## src/rtl/keypad_pkg.sv

```systemverilog
// keypad_pkg: shared definitions for the 4x4 keypad scanner.
//   - Debounce FSM state encoding (IDLE, PRESSED).
//   - Scan result record {valid, code} and its "no key" value.
//   - Printed-legend lookup table, indexed by the raw {col,row} code,
//     used when KEYPAD_HEX_MAP_EN is defined.
package keypad_pkg;

  localparam logic [0:0] ST_IDLE    = 1'b0;
  localparam logic [0:0] ST_PRESSED = 1'b1;

  typedef struct packed {
    logic       valid;
    logic [3:0] code;
  } scan_res_t;

  localparam scan_res_t RES_NONE = '{valid: 1'b0, code: 4'h0};

  // Entry [col*4 + row] is the character printed on that key.
  localparam logic [3:0] HEX_LEGEND [16] = '{
    4'h1, 4'h4, 4'h7, 4'h0,   // column 0
    4'h2, 4'h5, 4'h8, 4'hF,   // column 1
    4'h3, 4'h6, 4'h9, 4'hE,   // column 2
    4'hA, 4'hB, 4'hC, 4'hD    // column 3
  };

  function automatic logic [3:0] hex_map(input logic [3:0] raw);
    return HEX_LEGEND[raw];
  endfunction

endpackage

```

## src/rtl/keypad_debounce.sv

```systemverilog
// keypad_debounce: whole-scan debounce and press/release event generation.
// Optional feature: KEYPAD_HEX_MAP_EN translates the committed code to the
// printed key legend before it is registered; otherwise the raw code is kept.
// Ports:
//   clk, rst_n       clock, async active-low reset
//   scan_end_i       one-cycle strobe on the column-3 sample cycle
//   res_valid_i      scan result has a key (qualified by scan_end_i)
//   res_code_i       raw {col,row} code of the scan result
//   key_code_o       committed key code, held after release
//   key_valid_o      high while a debounced key is held
//   key_pressed_o    one-cycle pulse when a new key is committed
//   key_released_o   one-cycle pulse when the held key is released
import keypad_pkg::*;

module keypad_debounce #(
  parameter int DEBOUNCE_SCANS = 4
) (
  input  logic       clk,
  input  logic       rst_n,
  input  logic       scan_end_i,
  input  logic       res_valid_i,
  input  logic [3:0] res_code_i,
  output logic [3:0] key_code_o,
  output logic       key_valid_o,
  output logic       key_pressed_o,
  output logic       key_released_o
);

  localparam logic [3:0] CNT_MAX = DEBOUNCE_SCANS[3:0];

  scan_res_t  prev_q, prev_d;
  logic [3:0] cnt_q, cnt_d;
  logic [0:0] state_q, state_d;
  logic [3:0] raw_q, raw_d;
  logic [3:0] code_q, code_d;
  logic       valid_q, valid_d;
  logic       pressed_q, pressed_d;
  logic       released_q, released_d;
  scan_res_t  cur;
  logic [3:0] mapped;

  assign cur = '{valid: res_valid_i, code: res_code_i};

`ifdef KEYPAD_HEX_MAP_EN
  assign mapped = hex_map(res_code_i);
`else
  assign mapped = res_code_i;
`endif

  always_comb begin
    prev_d     = prev_q;
    cnt_d      = cnt_q;
    state_d    = state_q;
    raw_d      = raw_q;
    code_d     = code_q;
    valid_d    = valid_q;
    pressed_d  = 1'b0;
    released_d = 1'b0;
    if (scan_end_i) begin
      if (cur == prev_q) begin
        if (cnt_q != CNT_MAX) cnt_d = cnt_q + 4'd1;
      end else begin
        cnt_d  = 4'd1;
        prev_d = cur;
      end
      // Acts only on the new (post-update) count; a key already committed
      // matches raw_q, so a saturated count never re-fires.
      if (cnt_d == CNT_MAX) begin
        if (state_q == ST_IDLE) begin
          if (cur.valid) begin
            state_d   = ST_PRESSED;
            raw_d     = cur.code;
            code_d    = mapped;
            valid_d   = 1'b1;
            pressed_d = 1'b1;
          end
        end else begin
          if (!cur.valid) begin
            state_d    = ST_IDLE;
            valid_d    = 1'b0;
            released_d = 1'b1;
          end else if (cur.code != raw_q) begin
            raw_d     = cur.code;
            code_d    = mapped;
            pressed_d = 1'b1;
          end
        end
      end
    end
  end

  always_ff @(posedge clk or negedge rst_n) begin
    if (!rst_n) begin
      prev_q     <= RES_NONE;
      cnt_q      <= 4'd0;
      state_q    <= ST_IDLE;
      raw_q      <= 4'd0;
      code_q     <= 4'd0;
      valid_q    <= 1'b0;
      pressed_q  <= 1'b0;
      released_q <= 1'b0;
    end else begin
      prev_q     <= prev_d;
      cnt_q      <= cnt_d;
      state_q    <= state_d;
      raw_q      <= raw_d;
      code_q     <= code_d;
      valid_q    <= valid_d;
      pressed_q  <= pressed_d;
      released_q <= released_d;
    end
  end

  assign key_code_o     = code_q;
  assign key_valid_o    = valid_q;
  assign key_pressed_o  = pressed_q;
  assign key_released_o = released_q;

endmodule

```

## src/rtl/keypad_scanner.sv

```systemverilog
// keypad_scanner: 4x4 matrix keypad scanner (Pmod KYPD style).
// Drives one column low at a time, samples the synchronized rows at the end
// of each column slot, keeps the first pressed key of the scan (column then
// row ascending) and hands the scan result to keypad_debounce.
// Optional feature: KEYPAD_HEX_MAP_EN (legend-mapped key_code, see
// keypad_debounce); the default build reports the raw {col,row} code.
// Ports:
//   clk           system clock
//   rst_n         async active-low reset
//   row_n[3:0]    keypad rows, active-low, asynchronous to clk
//   col_n[3:0]    column drive, active-low one-hot, registered
//   key_code[3:0] committed key code
//   key_valid     debounced key held
//   key_pressed   new-key pulse
//   key_released  release pulse
import keypad_pkg::*;

module keypad_scanner #(
  parameter int SCAN_TICKS     = 50000,
  parameter int DEBOUNCE_SCANS = 4
) (
  input  logic       clk,
  input  logic       rst_n,
  input  logic [3:0] row_n,
  output logic [3:0] col_n,
  output logic [3:0] key_code,
  output logic       key_valid,
  output logic       key_pressed,
  output logic       key_released
);

  localparam int TW = (SCAN_TICKS > 1) ? $clog2(SCAN_TICKS) : 1;
  localparam logic [TW-1:0] TICK_LAST = TW'(SCAN_TICKS - 1);

  logic [TW-1:0] tick_q;
  logic [1:0]    col_idx_q;
  logic [1:0]    col_nxt;
  logic [3:0]    col_n_q;
  logic [3:0]    row_s1_q, row_s2_q;
  scan_res_t     acc_q;
  scan_res_t     found;
  scan_res_t     merged;
  logic [3:0]    rows_low;
  logic          sample;
  logic          scan_end;

  assign sample   = (tick_q == TICK_LAST);
  assign scan_end = sample && (col_idx_q == 2'd3);
  assign rows_low = ~row_s2_q;
  assign col_nxt  = col_idx_q + 2'd1;

  always_comb begin
    found = RES_NONE;
    if (rows_low[0])      found = '{valid: 1'b1, code: {col_idx_q, 2'd0}};
    else if (rows_low[1]) found = '{valid: 1'b1, code: {col_idx_q, 2'd1}};
    else if (rows_low[2]) found = '{valid: 1'b1, code: {col_idx_q, 2'd2}};
    else if (rows_low[3]) found = '{valid: 1'b1, code: {col_idx_q, 2'd3}};
  end

  // Column 0 starts a fresh scan; later columns only fill an empty result.
  assign merged = ((col_idx_q == 2'd0) || !acc_q.valid) ? found : acc_q;

  always_ff @(posedge clk or negedge rst_n) begin
    if (!rst_n) begin
      row_s1_q  <= 4'hF;
      row_s2_q  <= 4'hF;
      tick_q    <= '0;
      col_idx_q <= 2'd0;
      col_n_q   <= 4'b1110;
      acc_q     <= RES_NONE;
    end else begin
      row_s1_q <= row_n;
      row_s2_q <= row_s1_q;
      if (sample) begin
        tick_q    <= '0;
        col_idx_q <= col_nxt;
        col_n_q   <= ~(4'b0001 << col_nxt);
        acc_q     <= merged;
      end else begin
        tick_q <= tick_q + 1'b1;
      end
    end
  end

  assign col_n = col_n_q;

  keypad_debounce #(
    .DEBOUNCE_SCANS(DEBOUNCE_SCANS)
  ) u_debounce (
    .clk           (clk),
    .rst_n         (rst_n),
    .scan_end_i    (scan_end),
    .res_valid_i   (merged.valid),
    .res_code_i    (merged.code),
    .key_code_o    (key_code),
    .key_valid_o   (key_valid),
    .key_pressed_o (key_pressed),
    .key_released_o(key_released)
  );

endmodule

```

## config.mk

```make
export PLATFORM = sky130hd
export DESIGN_NAME = keypad_scanner
export DESIGN_NICKNAME = d
export VERILOG_FILES = /design/src/rtl/keypad_pkg.sv /design/src/rtl/keypad_debounce.sv /design/src/rtl/keypad_scanner.sv
export SDC_FILE = /design/constraint.sdc
export NUM_CORES = 1
export LEC_CHECK = 0
export ABC_AREA = 1
export BUFFER_PORTS_ARGS = -buffer_cell sky130_fd_sc_hd__buf_2
export CORE_MARGIN = 2
export CORE_UTILIZATION = 50
export DETAILED_ROUTE_END_ITERATION = 12
export PLACE_DENSITY = 0.73
export SETUP_SLACK_MARGIN = 0.02
export SYNTH_ARGS = -nofsm -noshare
export SYNTH_HDL_FRONTEND = slang
export SYNTH_HIERARCHICAL = 1
export SYNTH_SLANG_ARGS = --single-unit
```

## constraint.sdc

```tcl
create_clock -name clk -period 3.6 [get_ports clk]
set_input_delay 0.18 -clock clk [delete_from_list [all_inputs] [get_ports clk]]
set_output_delay 0.18 -clock clk [all_outputs]
set_load 0.005 [all_outputs]
```

==> results.toml, run 1 <==
[sta]
rsz0062_at_grt = "false"
finalSetupViolCount = 0
fin_crit_sh = 0.7313
worstMarginPinSlew_ns = 0.7499
fmax_mhz = 379.9
slew_headroom = 0.4948
slew_viol_final = 0
hold_viol_final = 0
min_period_ns = 2.633
setup_tns_ns = 0
finClkSkew_ns = 0.01084

[cts]
cts_sinks = 52
insertion_delay_ns = 0.30
numCtsBuffers = 5
cts.clk_slew.worst_paths_ns = 0.09
ctsResizeCount = 0
cts_tree = "done"
clock-root-buffer = "clkbuf_8"
htreeDepth = 2
clockBufferDepth = 2

[worst_setup_path]
r2r_start = "col_idx_q[0]"
r2r_setup_slack_ns = 0.97
worstPathCellList = "inv_1, ha_1, inv_1, nand2_1, inv_1, o21ai_0, inv_2, nand2_1, nand2_1, nor2_2, nand3_2, nor2_4, nand4_2, nand2_1, nand2_1"
crit_end = "u_debounce/key_code_o[1]"
worst_setup_path_start_kind = "register"
path_class = "reg -> reg"
endpoint_kind = "register"
reg2reg_depth = 15
critPathRequiredTime_ns = 3.79
cp_max_fo = 6
startpoint = "col_idx_q[0]"
cp_slowest_cell = "o21ai_0"
cp_slowest_stage_delay_ns = 0.62
arrival_ns = 2.82
timing.rr.end = "u_debounce/key_code_o[1]"
critPathMostFrequentCell = "nand2_1"

[final_layout]
nFillCells = 472
diodes = 0
multi_input_area_mm2 = 0.001177
syn_to_final_growth_pct = 11.12
final_cells = 432
seq_area_mm2 = 0.001315
drive_gt1_frac = 0.1713
fin_nets = 376

[route]
vias = 2076
wl_um = 4871
dr.pass1.iters = 4
ant_nets = 0
routedWlPerCell_um = 11.28
viasPerCell = 4.806
drc_errors = 0
drt-initial-drc-count = 116

[yosys]
ys_ff_latch = 52
synth_cells = 334
yosys.cell_types.count = 28
ys_warn_count = 6
synthMostInstantiatedCell = "nand2_1"
synth_flop_cell = "dfrtp_1"
synth_fp_nets = 349
synth_area_per_cell_um2 = 8.088
synth_edf_count = 0
synth_area_mm2 = 0.002701
synth_area_leaders = "dfrtp_1, nand2_1, dfstp_2"
seq_area_frac_synth = 0.4868
async_reset_ff_frac = 1.000
ys_top_cells_by_count = "nand2_1, inv_1, dfrtp_1"
synth_top_area_share = 0.3798
synth_largest_area_cell = "dfrtp_1"

[power]
swShare = 0.2168
p_clk_frac = 0.353
p_comb_frac = 0.035
switchingPower_mw = 0.2104
ir_drop_mv = 0.2352
p_int_mw = 0.7602
p_per_area_mw_per_mm2 = 323.4
p_leak_nw = 1.531
seq_power_share = 0.612

[grt]
grt_pass1_vias = 1977
grt_use_total = 0.1822
grt_pass1_wl_um = 8769
grt_overflow = 0
grt_max_degree = 31
antenna_found_initial = 0

[placement]
place_inst = 419
gp_congestion = 0.8838
port_buffers = 16
dp_hpwl_um = 3565

[floorplan]
initial_core_util = 0.5223
row_count = 26
die_x_um = 77.50
die_h_um = 77.50
dieArea_mm2 = 0.006006
num_io_pins = 17
design.core.area_mm2 = 0.005172

[outcome]
status = "complete, no violations"

[min_path]
holdPathStages = 0
hp-class = "reg -> reg"

[job]
cap_violations = 0
registers in the layout (all words and copies together), names as in the netlist, 4 cells and up:
name                   count
row_s1_q                   4
u_debounce/prev_q          5
acc_q                      5
col_n                      4
tick_q                    16
u_debounce/cnt_q           4
row_s2_q                   4
u_debounce/key_code_o      4
power groups by stage:
stage                     clock (mW)  combinational (mW)  sequential [mW]
after floorplan                    0              0.0125            0.605
after global placement             0              0.0300            0.605
after detailed placement           0              0.0303            0.605
after CTS                      0.353              0.0344            0.594
after global routing           0.375              0.0384            0.595
final                          0.343              0.0338            0.594
logic make-up (layout without fill, tap and decap cells):
| logic type | after synthesis | after routing | synth area share |
|---|---|---|---|
| XOR/XNOR | 11 | 11 | 0.03567 |
| buffers and inverters | 51 | 79 | 0.07735 |
| adder cells (fa/ha/maj) | 9 | 9 | 0.04169 |
| AND/OR/NAND/NOR | 188 | 188 | 0.3136 |
| AO/OA/AOI/OAI | 23 | 23 | 0.04493 |
| flip-flops | 52 | 52 | 0.4868 |
cell type report:
cell class              count  share of cell area
flip-flops and latches     52              0.4381
multi-input cells         231              0.3922
inverters                  48             0.06086
repair buffers             23             0.04835
well taps                  70             0.02918
clock buffers               7             0.02876
clock inverters             1            0.002501
metal layers:
| layer | vias up | track usage | wire length [um] |
|---|---|---|---|
| li1 | 1082 | - | - |
| met1 | 968 | 0.2510 | 2529 |
| met2 | 24 | 0.2913 | 2188 |
| met3 | 2 | 0.03837 | 124 |
| met4 | 0 | 0.05357 | 27 |
| met5 | - | 0 | 0 |
layout by cell type, fill, tap and decap left out, types with 3 or more instances in the layout:
cell	count
nor2_1	40
dlygate4sd3_1	5
dfstp_2	11
nand2_1	99
nor2_2	4
nand4_1	7
clkbuf_8	6
xnor2_1	3
buf_2	16
nand2_2	7
nor2_4	5
ha_1	9
inv_2	3
inv_1	42
dfrtp_1	41
nand3_1	20
xor2_1	8
o21ai_0	17
metrics by stage:
step	util	total power [mW]	setup slack (ns)	cell area, um^2	hold slack, ns
floorplan	-	0.6174	1.371	2701	-0.1156
global placement	0.5525	0.6351	1.163	2858	0.2654
detailed placement	0.5525	0.6357	1.013	2858	0.2670
CTS	0.5803	0.9813	0.9871	3002	0.3584
global route	0.5803	1.009	0.7124	3002	0.3623
finish	0.5803	0.9706	0.9674	3002	0.3569
how the worst min path moves through the flow:
stage | from | to
finish | row_s1_q[0] | row_s2_q[0]
global route | row_s1_q[0] | row_s2_q[0]
CTS | row_s1_q[0] | row_s2_q[0]
detailed placement | rst_n | tick_q[10]
global placement | rst_n | tick_q[11]
floorplan | rst_n | acc_q[0]
repair_timing:
action	CTS	global route
hold buffers	5	0
hold endpoints to repair	33	0
buffers inserted	0	0
worst max-delay path: cells and delay by family (launching register included):
kind | cells | cell delay (ns)
and+or+nand+nor | 9 | 0.90
adders and majority gates | 1 | 0.17
DFF | 1 | 0.44
buffers and inverters | 4 | 0.38
AOI/OAI and AO/OA | 1 | 0.62
(Power assumes the default switching activity.)
==> run 2: changes to the inputs <==
--- a/config.mk
+++ b/config.mk
@@ -10,7 +10,7 @@
 export CORE_MARGIN = 2
 export CORE_UTILIZATION = 50
 export DETAILED_ROUTE_END_ITERATION = 12
-export PLACE_DENSITY = 0.73
+export PLACE_DENSITY = 0.75
 export SETUP_SLACK_MARGIN = 0.02
 export SYNTH_ARGS = -nofsm -noshare
 export SYNTH_HDL_FRONTEND = slang
==> constraint.sdc (replaced) <==
create_clock -name clk -period 2.22 [get_ports clk]
set_input_delay 0.111 -clock clk [delete_from_list [all_inputs] [get_ports clk]]
set_output_delay 0.111 -clock clk [all_outputs]
set_load 0.005 [all_outputs]
==> results.toml, run 2 (synthesis gave the netlist of run 1 again) <==
[outcome]
status = "complete, no violations"

[final_layout]
utilization = 0.6047
largest_register_ff_count = 16
final_common_cell = "nand2_1"
seq_area_mm2 = 0.001315
drive_gt1_frac = 0.2258
largest_register = "tick_q"
fin_nets = 386
multi_input_area_mm2 = 0.001214
diodes = 0
top_regs = "tick_q (16), acc_q (5), u_debounce/prev_q (5)"
syn_to_final_growth_pct = 15.79
nFillCells = 437
layout_common_cells = "nand2_1, dfrtp_1, inv_1"

[worst_setup_path]
cp_slowest_cell = "dfrtp_1"
timing.rr.end = "u_debounce/key_valid_o"
critPathMostFrequentCell = "nand2_1"
path_class = "reg -> reg"
cp_slowest_stage_delay_ns = 0.38
crit_end = "u_debounce/key_valid_o"
reg2reg_depth = 16
critPathRequiredTime_ns = 2.43
r2r_setup_slack_ns = 0.16
r2r_start = "col_idx_q[0]"
endpoint_kind = "register"
cp_num_buf_inv = 4
crit_cells = 16
cp_max_fo = 6
cpLargestDelayFamily = "simple AND/OR/NAND/NOR gates"
worstPathCellList = "inv_2, ha_1, inv_1, nand2_2, inv_4, nand2_1, nand2_2, inv_1, nand2_1, nand2_1, nor2_2, nand3_2, nor2_4, nand2_2, o21ai_1, nand2_1"
arrival_ns = 2.27
startpoint = "col_idx_q[0]"
worst_setup_path_start_kind = "register"

[placement]
port_buffers = 16
gp_congestion = 0.9135
pre_cts_ws_ns = 0.08409
dp_hpwl_um = 3605

[grt]
grt_use_total = 0.1798
grt_overflow = 0
antenna_found_initial = 0
grt_pass1_wl_um = 8707
grt_max_degree = 30
grt_pass1_vias = 1989

[route]
drc_errors = 0
viasPerCell = 4.839
vias = 2139
dr.pass1.iters = 4
routedWlPerCell_um = 11.39
drt-initial-drc-count = 179
wl_um = 5033
ant_nets = 0

[cts]
numCtsBuffers = 5
cts_tree = "done"
cts.clk_slew.worst_paths_ns = 0.10
insertion_delay_ns = 0.31
clock-root-buffer = "clkbuf_8"
htreeDepth = 2
clockBufferDepth = 2
cts_sinks = 52

[power]
p_per_area_mw_per_mm2 = 510.7
ir_drop_mv = 0.3934
switchingPower_mw = 0.3828
seq_power_share = 0.603
p_int_mw = 1.215
p_clk_frac = 0.358
swShare = 0.2396
p_leak_nw = 1.589
p_comb_frac = 0.039

[floorplan]
initial_core_util = 0.5223
row_count = 26
num_io_pins = 17
die_x_um = 77.50
design.core.area_mm2 = 0.005172
die_h_um = 77.50
dieArea_mm2 = 0.006006

[sta]
rsz0062_at_grt = "true"
fmax_mhz = 484.7
fin_ws_ns = 0.1570
slew_viol_final = 0
fin_hold_ws_ns = 0.3259
min_period_ns = 2.063
finalSetupViolCount = 0
worstMarginPinSlew_ns = 0.5803
hold_viol_final = 0
finClkSkew_ns = 0.007607
fin_crit_sh = 0.9293
slew_headroom = 0.6131

[job]
cap_violations = 0

[min_path]
hp-class = "in -> async"
[run 2: layout make-up]
cell class / instances / share of cell area
Timing Repair Buffer: 33 / 0.07440
Tap cell: 70 / 0.02800
Clock inverter: 3 / 0.008000
Clock buffer: 5 / 0.02200
Multi-Input combinational cell: 231 / 0.3880
Sequential cell: 52 / 0.4204
Inverter: 48 / 0.05920
[run 2: power groups by stage]
stage | Sequential [mW] | Clock (mW) | Combinational [mW]
after floorplan | 0.981 | 0 | 0.0204
after detailed placement | 0.982 | 0 | 0.0539
after CTS | 0.964 | 0.589 | 0.0609
after global placement | 0.981 | 0 | 0.0532
final | 0.964 | 0.572 | 0.0617
after global routing | 0.965 | 0.629 | 0.0705
[run 2: how the worst min path moves through the flow]
stage / end / slack [ns]
final: tick_q[11] / 0.33
after floorplan: acc_q[0] / -0.18
after CTS: tick_q[15] / 0.35
after detailed placement: tick_q[11] / 0.15
after global routing: row_s2_q[0] / 0.36
after global placement: tick_q[11] / 0.14
[run 2: metal layers]
metal  track usage  wire, um  vias up
met2        0.2957      2421       36
met1        0.2424      2356      988
met3       0.03488       177        9
li1              -         -     1106
met4       0.05357        78        0
met5             0         0        -
[run 2: repair_timing]
action                                 in CTS  in global routing
buffers inserted                            0                  3
resized for setup                           0                 15
setup endpoints to repair                   0                 15
endpoints found under the hold margin      27                  0
hold buffers                                5                  0
[run 2: stage by stage]
stage                     instances  setup TNS (ns)  power (mW)  instance area [um^2]
after global placement          426               0       1.035                  2923
after detailed placement        426               0       1.036                  2923
final                           442               0       1.598                  3128
after global routing            442         -0.1171       1.665                  3128
after CTS                       439               0       1.614                  3067
after floorplan                 334               0       1.001                  2701
[run 2: worst reg2reg max path, cell delays in order, from the launching register on]
cell	delay, ns
dfrtp_1	0.38
inv_2	0.05
ha_1	0.19
inv_1	0.06
nand2_2	0.09
inv_4	0.10
nand2_1	0.06
nand2_2	0.10
inv_1	0.09
nand2_1	0.07
nand2_1	0.07
nor2_2	0.13
nand3_2	0.12
nor2_4	0.19
nand2_2	0.10
o21ai_1	0.12
nand2_1	0.05
==> run 3: changes to the inputs <==
--- a/config.mk
+++ b/config.mk
@@ -11,6 +11,7 @@
 export CORE_UTILIZATION = 50
 export DETAILED_ROUTE_END_ITERATION = 12
 export PLACE_DENSITY = 0.75
+export REMOVE_ABC_BUFFERS = 1
 export SETUP_SLACK_MARGIN = 0.02
 export SYNTH_ARGS = -nofsm -noshare
 export SYNTH_HDL_FRONTEND = slang
==> results.toml, run 3 (synthesis gave the netlist of run 1 again) <==
[cts]
cts_sinks = 52
insertion_delay_ns = 0.31
clock-root-buffer = "clkbuf_8"
clockBufferDepth = 2
cts.clk_slew.worst_paths_ns = 0.11
htreeDepth = 2
cts_tree = "done"
numCtsBuffers = 5

[floorplan]
num_io_pins = 17
design.core.area_mm2 = 0.005172
die_h_um = 77.50
die_x_um = 77.50
initial_core_util = 0.5223
row_count = 26
dieArea_mm2 = 0.006006

[final_layout]
nFillCells = 433
multi_input_area_mm2 = 0.001245
drive_gt1_frac = 0.2507
layout_common_cells = "nand2_1, dfrtp_1, nor2_1"
final_cells = 445
largest_register = "tick_q"
diodes = 0
top_regs = "tick_q (16), acc_q (5), u_debounce/prev_q (5)"
seq_area_mm2 = 0.001315
syn_to_final_growth_pct = 18.85
largest_register_ff_count = 16
final_common_cell = "nand2_1"
fin_nets = 389

[power]
ir_drop_mv = 0.6518
p_per_area_mw_per_mm2 = 525.7
total_power_mw = 1.688
p_leak_nw = 1.634

[sta]
fin_hold_ws_ns = 0.2803
min_period_ns = 2.072
fin_crit_sh = 0.9331
hold_viol_final = 0
fmax_mhz = 482.7
worstMarginPinSlew_ns = 0.4930
finalSetupViolCount = 0
slew_viol_final = 0
finClkSkew_ns = 0.01615
slew_headroom = 0.6688

[min_path]
hp-class = "in -> async"

[grt]
grt_overflow = 0
grt_max_degree = 33
grt_pass1_vias = 2055
antenna_found_initial = 0
grt_use_total = 0.1909
grt_pass1_wl_um = 9114

[placement]
port_buffers = 16
dp_hpwl_um = 3755
gp_congestion = 0.9075
place_inst = 426

[worst_setup_path]
cp_slowest_cell = "dfrtp_1"
crit_cells = 12
cp_slowest_stage_delay_ns = 0.40
r2r_setup_slack_ns = 0.15
worstPathCellList = "ha_1, nand2_2, nor2_4, inv_2, nor2_4, nand2_4, nor2_2, nand3_1, nor2_4, nand4_4, nand2_1, nand2_1"
endpoint_kind = "register"
cp_max_fo = 5
path_class = "reg -> reg"
cp_num_buf_inv = 1
cpLargestDelayFamily = "simple AND/OR/NAND/NOR gates"
critPathRequiredTime_ns = 2.42
critPathMostFrequentCell = "nor2_4"
arrival_ns = 2.27
worst_setup_path_start_kind = "register"
reg2reg_depth = 12

[route]
viasPerCell = 4.939
dr.pass1.iters = 4
drc_errors = 0
vias = 2198
routedWlPerCell_um = 11.77
wl_um = 5238
drt-initial-drc-count = 86
ant_nets = 0

[job]
cap_violations = 0

[outcome]
status = "complete, no violations"
[run 3: final timing paths]
kind | startpoint | endpoint
worst max-delay path | tick_q[0] | u_debounce/key_code_o[2]
worst min-delay path | rst_n | tick_q[12]
worst max register to register | tick_q[0] | u_debounce/key_code_o[2]
worst min register to register | row_s1_q[2] | row_s2_q[2]
max in group asynchronous | rst_n | row_s2_q[0]
min in group clk | row_s1_q[2] | row_s2_q[2]
[run 3: repair_timing]
item,in CTS,in global routing
gates resized for setup,1,26
hold buffers,5,0
setup buffers,1,5
endpoints found under the hold margin,24,0
setup endpoints to repair,5,16
pin swaps,0,13
[run 3: per-stage QoR]
| stage | setup WS (ns) | instance area, um^2 | setup TNS (ns) | util |
|---|---|---|---|---|
| 3_3_place_gp | 0.1387 | 2923 | 0 | 0.5651 |
| 5_1_grt | -0.0008058 | 3211 | -0.0008058 | 0.6207 |
| 6_report | 0.1485 | 3211 | 0 | 0.6207 |
| 3_5_place_dp | 0.04727 | 2923 | 0 | 0.5651 |
| 2_1_floorplan | -0.01278 | 2675 | -0.04479 | - |
| 4_1_cts | 0.02150 | 3099 | 0 | 0.5992 |
[run 3: layout make-up]
class | count | share of cell area
Sequential cell | 52 | 0.4096
Multi-Input combinational cell | 231 | 0.3878
Timing Repair Buffer | 36 | 0.08067
Inverter | 48 | 0.05846
Tap cell | 70 | 0.02728
Clock buffer | 5 | 0.02143
Clock inverter | 3 | 0.01481
[run 3: power breakdown]
group / internal (mW) / switching, mW / leakage, nW
clock network: 0.340 / 0.320 / 0.0583
logic: 0.0262 / 0.0383 / 0.902
registers: 0.960 / 0.00373 / 0.674
[run 3: metal layers]
layer  global-route usage  vias to the layer above  share of wire
met5                    0                        -              0
met4              0.05714                        0          0.012
met3              0.03605                        6          0.032
met2               0.3313                       33           0.50
met1               0.2424                     1043           0.45
li1                     -                     1116              -
[run 3: worst reg2reg max path, delay by kind of cell, from the launching register on]
kind / cells / cell delay, ns
adder cells (fa/ha/maj): 1 / 0.22
buffers and inverters: 1 / 0.08
flip-flops: 1 / 0.40
AND/OR/NAND/NOR: 10 / 1.24
